$ cat config.mk
export PLATFORM = sky130hd
export DESIGN_NAME = addsub_multicycle
export DESIGN_NICKNAME = d
export VERILOG_FILES = /design/src/rtl/addsub_multicycle.sv
export SDC_FILE = /design/constraint.sdc
export NUM_CORES = 1
export LEC_CHECK = 0
export CORE_UTILIZATION = 44
export DETAILED_ROUTE_END_ITERATION = 6
export GPL_TIMING_DRIVEN = 0
export PLACE_DENSITY = 0.78
export SKIP_CTS_REPAIR_TIMING = 1
export SKIP_LAST_GASP = 1
export SLEW_MARGIN = 20
export SYNTH_ARGS = -nofsm -noshare
export SYNTH_HDL_FRONTEND = slang
export SYNTH_SLANG_ARGS = --single-unit
$ cat constraint.sdc
create_clock -name clk -period 6.75 [get_ports clk]
set_input_delay 1.35 -clock clk [delete_from_list [all_inputs] [get_ports clk]]
set_output_delay 1.35 -clock clk [all_outputs]
set_load 0.02 [all_outputs]
$ cat src/rtl/addsub_multicycle.sv
// ============================================================================
//  Module   : addsub_multicycle
//  Purpose  : Multi-cycle two's-complement adder/subtractor, SLICE bits per
//             clock through a single ripple stage with a registered carry.
//             Optional signed saturation when ADDSUB_SAT_EN is defined.
//  Revision : 1.0  initial release
// ============================================================================
`default_nettype none

module addsub_multicycle #(
    parameter int WIDTH = 32,
    parameter int SLICE = 8
) (
    input  logic             clk,
    input  logic             rst_n,
    input  logic             start,
    input  logic             sub,
    input  logic [WIDTH-1:0] a,
    input  logic [WIDTH-1:0] b,
    input  logic             carry_in,
    output logic             ready,
    output logic             done,
    output logic [WIDTH-1:0] result,
    output logic             carry_out,
    output logic             overflow,
    output logic             zero
);

    localparam int N  = WIDTH / SLICE;
    localparam int KW = (N > 1) ? $clog2(N) : 1;
    localparam logic [KW-1:0] C_LAST = KW'(N - 1);

    typedef enum logic [0:0] {
        S_IDLE = 1'b0,
        S_RUN  = 1'b1
    } state_t;

    state_t             state_q,  state_d;
    logic [WIDTH-1:0]   a_q,      a_d;
    logic [WIDTH-1:0]   b_q,      b_d;
    logic               sub_q,    sub_d;
    logic               c_q,      c_d;
    logic [WIDTH-1:0]   part_q,   part_d;
    logic [KW-1:0]      k_q,      k_d;
    logic               done_q,   done_d;
    logic [WIDTH-1:0]   result_q, result_d;
    logic               cout_q,   cout_d;
    logic               ovf_q,    ovf_d;
    logic               zero_q,   zero_d;

    int                 w_idx;
    logic [SLICE-1:0]   w_a_sl;
    logic [SLICE-1:0]   w_b_sl;
    logic [SLICE:0]     w_sum;
    logic [WIDTH-1:0]   w_full;
    logic               w_ovf;
    logic [WIDTH-1:0]   w_res;

    // One ripple slice; w_full is the assembled sum as it will look after this edge.
    always_comb begin
        w_idx  = int'(k_q) * SLICE;
        w_a_sl = a_q[w_idx +: SLICE];
        w_b_sl = b_q[w_idx +: SLICE];
        w_sum  = {1'b0, w_a_sl} + {1'b0, w_b_sl} + {{SLICE{1'b0}}, c_q};
        w_full = part_q;
        w_full[w_idx +: SLICE] = w_sum[SLICE-1:0];
        w_ovf  = (a_q[WIDTH-1] == b_q[WIDTH-1]) && (w_full[WIDTH-1] != a_q[WIDTH-1]);
`ifdef ADDSUB_SAT_EN
        if (w_ovf) begin
            w_res = a_q[WIDTH-1] ? {1'b1, {(WIDTH-1){1'b0}}} : {1'b0, {(WIDTH-1){1'b1}}};
        end else begin
            w_res = w_full;
        end
`else
        w_res  = w_full;
`endif
    end

    always_comb begin
        state_d  = state_q;
        a_d      = a_q;
        b_d      = b_q;
        sub_d    = sub_q;
        c_d      = c_q;
        part_d   = part_q;
        k_d      = k_q;
        done_d   = 1'b0;
        result_d = result_q;
        cout_d   = cout_q;
        ovf_d    = ovf_q;
        zero_d   = zero_q;
        case (state_q)
            S_IDLE: begin
                if (start) begin
                    a_d     = a;
                    b_d     = sub ? ~b : b;
                    sub_d   = sub;
                    // Subtraction as A + ~B + (1 - bin): the borrow-in inverts.
                    c_d     = carry_in ^ sub;
                    part_d  = '0;
                    k_d     = '0;
                    state_d = S_RUN;
                end
            end
            S_RUN: begin
                part_d = w_full;
                c_d    = w_sum[SLICE];
                k_d    = k_q + 1'b1;
                if (k_q == C_LAST) begin
                    result_d = w_res;
                    cout_d   = w_sum[SLICE] ^ sub_q;
                    ovf_d    = w_ovf;
                    zero_d   = (w_res == '0);
                    done_d   = 1'b1;
                    state_d  = S_IDLE;
                end
            end
            default: state_d = S_IDLE;
        endcase
    end

    always_ff @(posedge clk or negedge rst_n) begin
        if (!rst_n) begin
            state_q  <= S_IDLE;
            a_q      <= '0;
            b_q      <= '0;
            sub_q    <= 1'b0;
            c_q      <= 1'b0;
            part_q   <= '0;
            k_q      <= '0;
            done_q   <= 1'b0;
            result_q <= '0;
            cout_q   <= 1'b0;
            ovf_q    <= 1'b0;
            zero_q   <= 1'b0;
        end else begin
            state_q  <= state_d;
            a_q      <= a_d;
            b_q      <= b_d;
            sub_q    <= sub_d;
            c_q      <= c_d;
            part_q   <= part_d;
            k_q      <= k_d;
            done_q   <= done_d;
            result_q <= result_d;
            cout_q   <= cout_d;
            ovf_q    <= ovf_d;
            zero_q   <= zero_d;
        end
    end

    assign ready     = (state_q == S_IDLE);
    assign done      = done_q;
    assign result    = result_q;
    assign carry_out = cout_q;
    assign overflow  = ovf_q;
    assign zero      = zero_q;

endmodule

`default_nettype wire

-- After elaboration in Yosys (flattened, before gate mapping)
Index checks and enable logic that the tools add are counted.
- bits in registers: 137
- input port bits: 69
- output and inout bits: 37
- word-level logic and storage cells: 45
- add/sub/neg operators: 4
- eq/ne operators: 4
- shifts and indexed selects: 4
- mux-type cells: 13
- bitwise operators: 4
- reductions and logical operators: 4
- operator list (kind ; number):
    $mux 32 ; 2
    $pmux 32 s2 ; 1
    $shiftx 32x6->8 ; 2
    $neg 5->33 ; 1
    $shift 8x33->32 const A ; 1
    $shiftx 8x33->32 ; 1
    $bwmux 32 ; 1
    $logic_not 32->1 ; 1
    $not 32->32 ; 1
    $add 8x8->9 ; 1
    $add 9x1->9 ; 1
    $mux 1 ; 5
    $pmux 1 s2 ; 2
    $pmux 2 s2 ; 1
    $reduce_and 2->1 ; 2
    $add 2x1->2 const B ; 1
    $eq 2x2->1 const B ; 1
    $mux 2 ; 1
    $ne 2x2->1 const B ; 1
    $xor 1x1->1 ; 2
    $eq 1x1->1 ; 1
    $logic_and 1x1->1 ; 1
    $ne 1x1->1 ; 1
    $not 1->1 ; 1

-- Longest topological paths before layout
Gate-level depths: netlist of run 1.
- depth after elaboration: 7
- depth in mapped cells: 13
- gate-level depth less buffers: 11

-- Worst setup path after synthesis of run 1
No wires, ideal clock.
- kind: reg2reg
- start point: register k_q[0]
- end point: register zero_q, in the netlist zero
- arrival: 3.353 ns
- slack: 3.331 ns
- stages on the path, launching flop included: 12
- buffers on the path: 2
- clock period less this slack: 3.419 ns
- cells stage by stage: dfrtp_1 buf_2 buf_2 mux4_2 ha_1 nor2b_1 o31ai_1 a211o_1 nand3_1 a222oi_1 nor3b_1 a32o_2
- word-level cells in the longest chain between the ends: 6
- elaborated cells on any way between the ends: 11
- classes of those cells: 3 x add/sub; 1 x eq/ne; 4 x shift; 1 x mux; 2 x reduce/logical
- RTL lines (what ; RTL line ; source):
    start: declaration ; 44 ; logic [KW-1:0] k_q, k_d;
    start signal: assignment ; 143 ; k_q <= k_d;
    $shiftx 32x6->8, on equally long branches ; 62, 63 ;
    $add 8x8->9 ; 64 ; w_sum = {1'b0, w_a_sl} + {1'b0, w_b_sl} + {{SLICE{1'b0}}, c_q};
    $add 9x1->9 ; 64 ;
    $shiftx 8x33->32 ; 66 ; w_full[w_idx +: SLICE] = w_sum[SLICE-1:0];
    $bwmux 32 ; 66 ;
    $logic_not 32->1 ; 113 ; zero_d = (w_res == '0);
    end signal: assignment ; 148 ; zero_q <= zero_d;
    end: declaration ; 49 ; logic zero_q, zero_d;
Parallel ways exist; a longest one is shown, timed or not.
A chain may end at the register's enable or synchronous reset.

-- Worst setup path after layout of run 1
- start point: register k_q[1]
- end point: register zero_q, in the netlist zero
Same word-level chain as after synthesis.

==> flow_summary.json, run 1 <==
{
  "outcome": "completed",
  "vias_per_cell": 5.514,
  "synth_top_area_share_pct": 50.52,
  "fin_nets": 815,
  "drc": 0,
  "synth_top_cell_by_area": "dfrtp_1",
  "final_common_cell": "dfrtp_1",
  "crit_path_end_kind": "flip-flop",
  "max_slew_margin_pct": 37.14,
  "max_freq_mhz": 226.7,
  "fillers": 1147,
  "die_height_um": 123.0,
  "die_width_um": 123.0,
  "setup_ws_ns": 2.339,
  "clk_pin_slew_ns": 0.06,
  "synth_nets": 692,
  "ys_seq_area_share_pct": 50.52,
  "hpwl_um": 12560,
  "min_path_type": "reg -> reg",
  "crit_family": "buffers and inverters",
  "p_per_area_nw_per_um2": 592.4,
  "worstPathMaxFanout": 10,
  "async_flop_share_pct": 100.0,
  "cts_sinks": 130,
  "gp_congestion": 0.9268,
  "postSynthRegisterBits": 130,
  "rows": 43,
  "antenna_found_initial": 0,
  "clock_latency_ns": 0.43,
  "leakage_nw": 3.581,
  "io_pins": 106,
  "yosysUniqueCellTypes": 49,
  "grt_pass1_vias": 5230,
  "cp_cell_sequence": "clkbuf_1 > buf_1 > mux4_2 > ha_1 > nand3_1 > o211ai_1 > o41a_1 > xnor2_1 > nor2_1 > nor3b_1 > a32o_2",
  "fin_crit_ns": 4.411,
  "place_ws_ns": 2.453,
  "area_growth_pct": 30.06,
  "coreArea_sq_um": 14100,
  "finalSetupTns_ns": 0,
  "slew_violations": 0,
  "clockBufferDepth": 2,
  "first_pass_iters": 5,
  "netlist_instances": 609,
  "cts-buffers-inserted": 17,
  "drv_cap": 0,
  "grt-ovfl-total": 0,
  "rsz0062_at_grt": "false",
  "synth_ff_type": "dfrtp_1",
  "synth-edff-count": 0,
  "crit_type": "reg -> reg",
  "synth_area_sq_um": 6439,
  "final_cells": 925,
  "critical_path_buf_inv_count": 2,
  "drtAntennaViolNets": 0,
  "drt_iter0_drc": 391,
  "ys_top_cells_by_area": "dfrtp_1 (51%), mux2_2 (7.3%), nand2_1 (7.3%), mux4_2 (5.6%), xnor2_1 (4.9%)",
  "cts_tree": "done",
  "cts_max_level": 4,
  "clockRootBuffer": "clkbuf_16",
  "num_vias": 5100,
  "grt_max_degree": 87,
  "dp.cells": 893,
  "grt_use_total_pct": 24.48,
  "n_antenna_cell": 0,
  "drive_gt1_share_pct": 13.96,
  "final-hold-violation-count": 0,
  "cp_data_required_time_ns": 7.12,
  "max_stage_delay_ns": 0.65,
  "numPortBuffers": 103,
  "routed_wirelength_um": 16940,
  "critPathLaunchType": "flip-flop",
  "syn_avg_cell_area_sq_um": 10.57,
  "slowest_stage": "xnor2_1",
  "peakVddDrop_uv": 337.9,
  "grt_pass1_wl_um": 27260,
  "worst_ep_arrival_time_ns": 4.78,
  "initial_utilization_pct": 45.68,
  "die_area_sq_um": 15120,
  "tightest_slew_ns": 0.9307,
  "skew_ns": 0.007651,
  "wl_per_cell_um": 18.32,
  "finalCritPeriodShare_pct": 65.34,
  "setup_violations": 0,
  "final_cell_mix": "dfrtp_1 (130), nand2_1 (126), clkdlybuf4s50_1 (102), o21ai_0 (58), mux2_2 (42)",
  "yosys_warnings": 0
}
-- routing by layer --
layer,GRT usage [%],routed length (um)
met4,11.30,583
met3,5.120,906
met1,30.93,7209
met2,40.41,8243
met5,0,0
-- cells by family after synthesis --
family	after synthesis	share of synthesized area [%]
mux	60	13.33
compound gates	123	11.85
flops	130	50.52
buf+inv	69	4.217
xor+xnor	39	5.305
simple gates	174	11.81
fa+ha+maj	14	2.954
-- per-stage QoR --
step	util (%)	total power [W]	area, sq um	hold slack [ns]
global route	59.41	0.005237	8374	0.4983
global placement	54.59	0.003804	7695	0.4584
floorplan	-	0.003011	6439	0.4446
finish	59.41	0.004961	8374	0.4745
detailed placement	54.79	0.003905	7724	0.4659
CTS	59.41	0.004942	8374	0.4794
-- where the power goes --
| group | internal (W) | leakage, nW | total, W | switching [W] |
|---|---|---|---|---|
| clock | 0.000662 | 0.316 | 0.00101 | 0.000348 |
| sequential | 0.00112 | 1.67 | 0.00134 | 0.000214 |
| combinational | 0.00106 | 1.60 | 0.00261 | 0.00155 |
| total | 0.00284 | 3.58 | 0.00496 | 0.00212 |
-- sequential cells by signal (all words and copies together) (netlist names) --
signal,cells
a_q,32
b_q,32
result,32
part_q,25
k_q,2
c_q,1
carry_out,1
done,1
overflow,1
state_q,1
sub_q,1
zero,1
-- Yosys cell counts, types with 5 or more instances --
library cell	instances
o31ai_1	19
inv_1	26
dfrtp_1	130
clkbuf_1	33
xnor2_1	36
nor2_1	13
mux4_2	16
mux2_2	42
nand3_1	8
a21oi_1	5
ha_1	12
nand2_1	126
o21ai_0	58
buf_1	5
o22ai_1	16
-- cell type report --
cell class	count	area (sq um)	area share [%]
Multi-Input combinational cell	410	2914	34.80
Tap cell	180	225.2	2.689
Buffer	43	173.9	2.077
Timing Repair Buffer	104	1060	12.66
Clock inverter	14	211.5	2.525
Sequential cell	130	3253	38.85
Clock buffer	18	439.2	5.244
Inverter	26	97.59	1.165
-- worst min-delay path: stages, from the launching register on --
cell     delay [ns]
dfrtp_1        0.34
nand2_1        0.05
nand2_1        0.05
-- final timing paths --
kind                            start  depth (start not counted)         end  slack (ns)
max reg2reg                    k_q[1]                         11        zero        2.34
max in group asynchronous       rst_n                          2   part_q[8]        5.15
max                            k_q[1]                         11        zero        2.34
min in group asynchronous       rst_n                          1   result[0]        0.84
min reg2reg                result[15]                          2  result[15]        0.47
min                        result[15]                          2  result[15]        0.47
(Power assumes the default switching activity.)
==> inputs of run 2 (changes only) <==
==> constraint.sdc (replaced) <==
create_clock -name clk -period 4.1 [get_ports clk]
set_input_delay 0.82 -clock clk [delete_from_list [all_inputs] [get_ports clk]]
set_output_delay 0.82 -clock clk [all_outputs]
set_load 0.02 [all_outputs]
==> run 2 against run 1 <==
  * Routed wire length is 0.25% higher
  * Utilization is 0.31 points higher
  * Count of clock-buffer cells in the layout stayed put
  * Sequential share of layout area is 0.20 points lower
  * Via count is 1.9% higher
  * Sequential cell count stayed put
  * Critical path depth stayed put
  * Non-clock buffer count stayed put
  * Maximum frequency is 13% higher
  * First-iteration DRC count is 19% lower
  * Register-to-register slack worse by 2.2 ns
==> flow_summary.json, run 2 (same netlist as run 1, synthesis figures left out) <==
{
  "outcome": "completed",
  "place_area_sq_um": 7724,
  "grt_pass1_wl_um": 27260,
  "setup_violations": 0,
  "drt_iter0_drc": 317,
  "cp_data_required_time_ns": 4.47,
  "wl_per_cell_um": 18.36,
  "fin_crit_ns": 3.914,
  "hold-worst-slack_ns": 0.3124,
  "crit_type": "reg -> reg",
  "power_switching_share_pct": 42.59,
  "final_cell_mix": "dfrtp_1 (130), nand2_1 (126), clkdlybuf4s50_1 (102), o21ai_0 (58), mux2_2 (42)",
  "initial_utilization_pct": 45.68,
  "worstPathMaxFanout": 10,
  "grt_use_total_pct": 24.48,
  "grt_pass1_vias": 5230,
  "antenna_found_initial": 0,
  "max_freq_mhz": 255.5,
  "combPwrFrac_pct": 53.2,
  "numPortBuffers": 103,
  "n_antenna_cell": 0,
  "final-hold-violation-count": 0,
  "cts-buffers-inserted": 17,
  "grt_max_degree": 87,
  "crit_path_end_kind": "flip-flop",
  "max_slew_margin_pct": 53.83,
  "worst_ep_arrival_time_ns": 4.28,
  "internal_power_w": 0.004744,
  "first_pass_iters": 6,
  "area_growth_pct": 30.74,
  "routed_wirelength_um": 16980,
  "min_path_type": "in -> async",
  "tightest_slew_ns": 0.6837,
  "cts_max_level": 4,
  "drv_cap": 0,
  "grt-ovfl-total": 0,
  "die_width_um": 123.0,
  "cts_sinks": 130,
  "drc": 0,
  "drtAntennaViolNets": 0,
  "finalCritPeriodShare_pct": 95.47,
  "leakage_nw": 3.599,
  "p_per_area_nw_per_um2": 981.6,
  "vias_per_cell": 5.617,
  "seq_power_share_pct": 26.7,
  "p_switching_w": 0.003519,
  "io_pins": 106,
  "clock_latency_ns": 0.43,
  "die_height_um": 123.0,
  "rows": 43,
  "critPathLaunchType": "flip-flop",
  "slew_violations": 0,
  "cts_tree": "done",
  "fin_nets": 815,
  "coreArea_sq_um": 14100,
  "final_common_cell": "dfrtp_1",
  "hpwl_um": 12560,
  "fin_util_pct": 59.72,
  "peakVddDrop_uv": 628.6,
  "clockRootBuffer": "clkbuf_16",
  "final_area_sq_um": 8418,
  "die_area_sq_um": 15120,
  "drive_gt1_share_pct": 14.90,
  "clk_pin_slew_ns": 0.06,
  "gp_congestion": 0.9268,
  "num_vias": 5196,
  "clockBufferDepth": 2,
  "clockPowerShare_pct": 20.2,
  "skew_ns": 0.008629
}
run 2: power groups by stage:
stage | clock (W) | combinational [W] | sequential (W)
after CTS | 0.00168 | 0.00426 | 0.00220
after global routing | 0.00173 | 0.00473 | 0.00226
final | 0.00167 | 0.00439 | 0.00220
after floorplan | 0 | 0.00273 | 0.00223
after global placement | 0 | 0.00409 | 0.00217
after detailed placement | 0 | 0.00422 | 0.00221
run 2: worst max-delay path, stage by stage (launching register included):
cell and delay, ns:
dfrtp_1 0.37, clkbuf_1 0.47, clkbuf_2 0.42, mux4_2 0.38, ha_1 0.39, nor2b_1 0.19, o31ai_2 0.35, a211o_1 0.25
nand3_1 0.20, a222oi_1 0.37, nor3b_2 0.27, a32o_2 0.20
run 2: path summary, 6_finish.rpt:
kind	cells past startpoint	endpoint	slack, ns	from
max	11	zero	0.19	k_q[1]
min	1	result[0]	0.31	rst_n
max reg2reg	11	zero	0.19	k_q[1]
min reg2reg	2	result[15]	0.47	result[15]
max in group asynchronous	2	part_q[8]	3.00	rst_n
min in group clk	2	result[15]	0.47	result[15]
run 2: per-stage QoR:
| step | setup TNS (ns) | setup slack, ns | total power (W) | instances |
|---|---|---|---|---|
| final | 0 | 0.1857 | 0.008264 | 925 |
| after CTS | -0.5893 | -0.2336 | 0.008137 | 925 |
| after detailed placement | -0.5159 | -0.1971 | 0.006429 | 893 |
| after floorplan | 0 | 0.6809 | 0.004957 | 609 |
| after global placement | -335.22 | -2.587 | 0.006263 | 892 |
| after global routing | -0.004440 | -0.004440 | 0.008720 | 925 |
run 2: routing by layer:
metal / routed length (um) / GRT usage (%) / up-vias
met5: 0 / 0 / -
met4: 507 / 11.30 / 0
met3: 1004 / 5.120 / 44
met2: 8364 / 40.41 / 213
met1: 7108 / 30.93 / 2573
li1: - / - / 2366
run 2: area by class of cell:
class,instances,area [sq um]
fill,1146,5678
sequential,130,3253
multi-input combinational,410,2952
timing repair buffer,104,1060
clock buffer,18,439.2
tap,180,225.2
clock inverter,14,211.5
buffer,43,180.2
inverter,26,97.59
